--- src/rtl/pc_sequencer.sv ---
// rtl/pc_sequencer.sv - program-counter sequencer with return-address stack, trap capture and alignment check
module pc_sequencer #(
    parameter int              XLEN         = 64,
    parameter int              INST_BYTES   = 4,
    parameter logic [XLEN-1:0] RESET_VECTOR = '0,
    parameter int              RAS_DEPTH    = 4,
    parameter int              STATE_W      = 3,
    parameter int              FETCH_STATE  = 0
) (
    input  logic                           clk,
    input  logic                           reset,
    input  logic [STATE_W-1:0]             state,
    input  logic                           stall,
    input  logic [1:0]                     pc_src,
    input  logic                           is_call,
    input  logic                           trap,
    input  logic [XLEN-1:0]                pc_branch,
    input  logic [XLEN-1:0]                pc_jump,
    input  logic [XLEN-1:0]                trap_vector,
    output logic [XLEN-1:0]                pc_out,
    output logic [XLEN-1:0]                pc_next,
    output logic [XLEN-1:0]                epc,
    output logic [$clog2(RAS_DEPTH):0]     ras_count,
    output logic                           ras_overflow,
    output logic                           ras_underflow,
    output logic                           misalign,
    output logic [XLEN-1:0]                fault_addr
);
    localparam int PTR_W = $clog2(RAS_DEPTH);
    localparam int CNT_W = PTR_W + 1;
    localparam int OFF_W = $clog2(INST_BYTES);

    logic [XLEN-1:0]  pc_q, pc_d;
    logic [XLEN-1:0]  epc_q, epc_d;
    logic [XLEN-1:0]  fault_q, fault_d;
    logic [CNT_W-1:0] cnt_q, cnt_d;
    logic [PTR_W-1:0] wptr_q, wptr_d;
    logic             ovf_q, ovf_d;
    logic             unf_q, unf_d;
    logic             mis_q, mis_d;
    logic [XLEN-1:0]  ras_q [RAS_DEPTH];

    logic             upd;
    logic             ras_empty;
    logic             ras_full;
    logic             ras_we;
    logic             mis_hit;
    logic [XLEN-1:0]  seq;
    logic [XLEN-1:0]  ras_top;

    assign upd       = (state == STATE_W'(FETCH_STATE)) && !stall;
    assign seq       = pc_q + XLEN'(INST_BYTES);
    assign ras_empty = (cnt_q == '0);
    assign ras_full  = (cnt_q == CNT_W'(RAS_DEPTH));
    assign ras_top   = ras_q[wptr_q - PTR_W'(1)];

    always_comb begin
        pc_next = seq;
        if (trap) begin
            pc_next = trap_vector;
        end else begin
            case (pc_src)
                2'd3:    pc_next = ras_empty ? pc_jump : ras_top;
                2'd2:    pc_next = pc_jump;
                2'd1:    pc_next = pc_branch;
                default: pc_next = seq;
            endcase
        end
    end

    // The trap vector is trusted; only ordinary control flow is alignment-checked.
    assign mis_hit = !trap && (pc_next[OFF_W-1:0] != '0);

    always_comb begin
        pc_d    = pc_q;
        epc_d   = epc_q;
        fault_d = fault_q;
        cnt_d   = cnt_q;
        wptr_d  = wptr_q;
        ovf_d   = 1'b0;
        unf_d   = 1'b0;
        mis_d   = 1'b0;
        ras_we  = 1'b0;
        if (upd) begin
            if (trap) begin
                pc_d  = trap_vector;
                epc_d = pc_q;
            end else if (mis_hit) begin
                mis_d   = 1'b1;
                fault_d = pc_next;
            end else begin
                pc_d = pc_next;
                if (pc_src == 2'd2 && is_call) begin
                    // When full, wptr already points at the oldest entry, so the write overwrites it.
                    ras_we = 1'b1;
                    wptr_d = wptr_q + PTR_W'(1);
                    if (ras_full) ovf_d = 1'b1;
                    else          cnt_d = cnt_q + CNT_W'(1);
                end else if (pc_src == 2'd3) begin
                    if (ras_empty) begin
                        unf_d = 1'b1;
                    end else begin
                        cnt_d  = cnt_q - CNT_W'(1);
                        wptr_d = wptr_q - PTR_W'(1);
                    end
                end
            end
        end
    end

    always_ff @(posedge clk or posedge reset) begin
        if (reset) begin
            pc_q    <= RESET_VECTOR;
            epc_q   <= '0;
            fault_q <= '0;
            cnt_q   <= '0;
            wptr_q  <= '0;
            ovf_q   <= 1'b0;
            unf_q   <= 1'b0;
            mis_q   <= 1'b0;
        end else begin
            pc_q    <= pc_d;
            epc_q   <= epc_d;
            fault_q <= fault_d;
            cnt_q   <= cnt_d;
            wptr_q  <= wptr_d;
            ovf_q   <= ovf_d;
            unf_q   <= unf_d;
            mis_q   <= mis_d;
        end
    end

    always_ff @(posedge clk) begin
        if (ras_we) ras_q[wptr_q] <= seq;
    end

    assign pc_out        = pc_q;
    assign epc           = epc_q;
    assign fault_addr    = fault_q;
    assign ras_count     = cnt_q;
    assign ras_overflow  = ovf_q;
    assign ras_underflow = unf_q;
    assign misalign      = mis_q;
endmodule

--- config.mk ---
export PLATFORM = sky130hd
export DESIGN_NAME = pc_sequencer
export DESIGN_NICKNAME = d
export VERILOG_FILES = /design/src/rtl/pc_sequencer.sv
export SDC_FILE = /design/constraint.sdc
export NUM_CORES = 1
export LEC_CHECK = 0
export CAP_MARGIN = 0
export CORE_MARGIN = 2
export CORE_UTILIZATION = 39
export DETAILED_ROUTE_END_ITERATION = 8
export SLEW_MARGIN = 20
export SYNTH_ARGS = -nofsm -noshare
export SYNTH_HDL_FRONTEND = slang
export SYNTH_SLANG_ARGS = --single-unit
--- constraint.sdc ---
create_clock -name clk -period 16.8 [get_ports clk]
set_input_delay 1.68 -clock clk [delete_from_list [all_inputs] [get_ports clk]]
set_output_delay 1.68 -clock clk [all_outputs]
set_load 0.02 [all_outputs]
==> results.cfg <==
[final_layout]
drive_above_1_share_pct = 15.1
nets = 2339
syn_to_final_growth_pct = 32.4
nFillCells = 4714
multi_input_area_mm2 = 0.00807
seq_area_mm2 = 0.0127

[pwr]
swShare_pct = 32.6
switchingPower_mw = 1.22
power.density_mw_per_mm2 = 132
p_seq_share_pct = 41.9
clock_power_share_pct = 29.6
ir_drop_mv = 0.0898
p_comb_share_pct = 28.5
p_int_mw = 2.51
p_leak_nw = 10.5

[timing]
hold_violations = 0
layout_setup_ws_ns = 10.01
fin_crit_sh_pct = 40.4
finalCriticalPeriod_ns = 6.79
skew_ns = 0.0213
worstMarginPinSlew_ns = 1.12
rsz0062_at_grt = false
fmax_mhz = 147
tns_ns = 0
slew-limit-headroom_pct = 25.4
maxSlewViolCount = 0
setup_viol = 0

[floorplanning]
floorplan.initialDensity_pct = 39.6
die_w_um = 238
rows = 85
dieArea_mm2 = 0.0567
die_h_um = 238
ios = 464
core_mm2 = 0.0540

[clock_network]
holdBufCountCts = 0
cts_resized = 0
clock-sinks = 456
insertion_delay_ns = 0.60
root_buffer = clkbuf_16
cts_buffers = 51
htreeDepth = 2
clk_pin_slew_ns = 0.06
cts_tree = done
clk_path_buf_depth = 3
cts_setup_buffers = 0

[yosys]
synth_edf_count = 256
async_flop_share_pct = 43.9
ys_ff_latch = 456
ys_seq_area_share_pct = 59.3
syn_avg_cell_area_um2 = 12.5
syn-instance-count = 1706
ys.flop_type = edfxtp_1
yosysWarnings = 0
netlist_area_mm2 = 0.0214
yosysMostFrequentCell = edfxtp_1
synth_top_area_share_pct = 35.9
yosysUniqueCellTypes = 78
yosys.area.top_type = edfxtp_1
syn_nets = 1914
yosys-top-cells-count = 256 x edfxtp_1, 200 x dfrtp_1, 170 x nand2_1, 115 x nor2_1, 100 x mux2_2
yosys-top-cells-area = edfxtp_1 36%, dfrtp_1 23%, mux4_2 6.7%

[grt]
first_global_vias = 16800
grt_max_degree = 94
gr-total-overflow = 0
track_usage_pct = 27.5
grt_pass1_wl_mm = 115
antenna_found_initial = 2

[detailed_routing]
ant_nets = 0
wl_per_cell_um = 27.4
vias_per_cell = 5.83
drc = 0
num_vias = 16700
firstDrtPassIters = 5
routed_wirelength_mm = 78.7
drt-initial-drc-count = 1576

[placement]
gp_congestion = 0.889
dpl_worst_slack_ns = 10.11
dp_hpwl_mm = 54.3
port_buffers = 463

[worst_setup_path]
critPathKind = register to output port
path_cells = inv_1, ha_4, buf_4, mux4_2, or2_2, a31oi_1, a41oi_1, o21a_1, clkdlybuf4s50_1
path_delay_family = buffers and inverters
cpMaxStageDelayCell = dfrtp_4
critPathLaunchType = register
cp.arrival_ns = 5.11
worstPathRequired_ns = 15.12
cp-end-kind = output port
crit_fanout = 36
critPathMaxStageDelay_ns = 0.84
crit_buf_inv = 3

[run]
maxCapViolCount = 0

[hold_path]
hold_path_class = register to register

[outcome]
status = complete, no violations
-- layout by cell type, fill, tap and decap left out, types with 11 or more instances in the layout --
master / count
inv_1: 50
o22ai_1: 30
o21ai_0: 94
o21a_1: 18
nand3_1: 29
dfrtp_1: 199
or3_1: 11
clkdlybuf4s50_1: 460
clkbuf_16: 53
nor4_1: 13
nor2_1: 114
xnor2_1: 27
a31oi_1: 14
o31ai_1: 38
a22oi_1: 11
or2_2: 11
nand4_1: 36
a21oi_1: 45
and3_1: 12
mux2_2: 100
clkbuf_1: 16
nand2_1: 167
nor3_1: 44
mux4_2: 64
mux2i_1: 12
nor2b_1: 11
xor2_1: 22
o221ai_1: 16
clkinv_2: 12
buf_4: 30
or4_1: 14
edfxtp_1: 256
-- flip-flops by register name, indices dropped and copies added, names as in the netlist --
| register | flops |
|---|---|
| ras_q | 256 |
| epc | 64 |
| fault_addr | 64 |
| pc_out | 64 |
| ras_count | 3 |
| wptr_q | 2 |
| misalign | 1 |
| ras_overflow | 1 |
| ras_underflow | 1 |
-- final timing paths --
path | start | end | slack, ns | depth (start not counted)
max | wptr_q[0]$_DFFE_PP0P_ | pc_next[46] | 10.01 | 9
min | fault_addr[51]$_DFFE_PP0P_ | fault_addr[51]$_DFFE_PP0P_ | 0.48 | 2
max reg2reg | wptr_q[0]$_DFFE_PP0P_ | ras_q[1][33]$_DFFE_PP_ | 11.46 | 10
min reg2reg | fault_addr[51]$_DFFE_PP0P_ | fault_addr[51]$_DFFE_PP0P_ | 0.48 | 2
max in group asynchronous | reset | wptr_q[0]$_DFFE_PP0P_ | 13.81 | 3
min in group asynchronous | reset | epc[33]$_DFFE_PP0P_ | 1.63 | 2
-- cell type report --
class / count / area share, %
diodes: 2 / 0.0177
clock buffers: 74 / 5.14
clock inverters: 21 / 0.636
inverters: 53 / 0.729
multi-input cells: 1077 / 28.5
flip-flops and latches: 456 / 44.8
well taps: 696 / 3.08
repair buffers: 492 / 17.1
-- through the flow --
step | cells | hold slack, ns | utilization (%) | power [mW] | instance area (um2)
3_5_place_dp | 2774 | 0.473 | 49.4 | 2.64 | 26700
4_1_cts | 2869 | 0.486 | 52.4 | 3.75 | 28300
5_1_grt | 2869 | 0.506 | 52.4 | 3.87 | 28300
6_report | 2871 | 0.480 | 52.4 | 3.73 | 28300
2_1_floorplan | 1706 | 0.523 | - | 2.08 | 21400
3_3_place_gp | 2774 | 0.463 | 49.4 | 2.62 | 26700
-- layer usage --
layer / up-vias / global-route usage [%] / part of all wire, %
li1: 7316 / - / -
met1: 8475 / 37.0 / 42
met2: 831 / 45.8 / 48
met3: 124 / 5.36 / 8.1
met4: 0 / 7.27 / 2.2
met5: - / 0 / 0
-- power groups by stage --
stage / clock (mW) / combinational (mW) / sequential [mW]
after floorplan: 0 / 0.430 / 1.65
after global placement: 0 / 1.05 / 1.58
after detailed placement: 0 / 1.06 / 1.58
after CTS: 1.12 / 1.06 / 1.56
after global routing: 1.16 / 1.13 / 1.58
final: 1.10 / 1.06 / 1.56
-- cells by family after synthesis --
group | after synthesis | synth area share (%)
flops | 456 | 59.3
compound gates | 331 | 10.3
fa+ha+maj | 6 | 0.386
xor+xnor | 50 | 2.08
buf+inv | 173 | 3.29
mux | 178 | 12.7
simple gates | 512 | 11.9
-- worst min-delay path, stage by stage, from the launching register on --
cell and delay (ns):
dfrtp_1 0.34, nand2_1 0.05, o31ai_1 0.05
(Power assumes the default switching activity.)
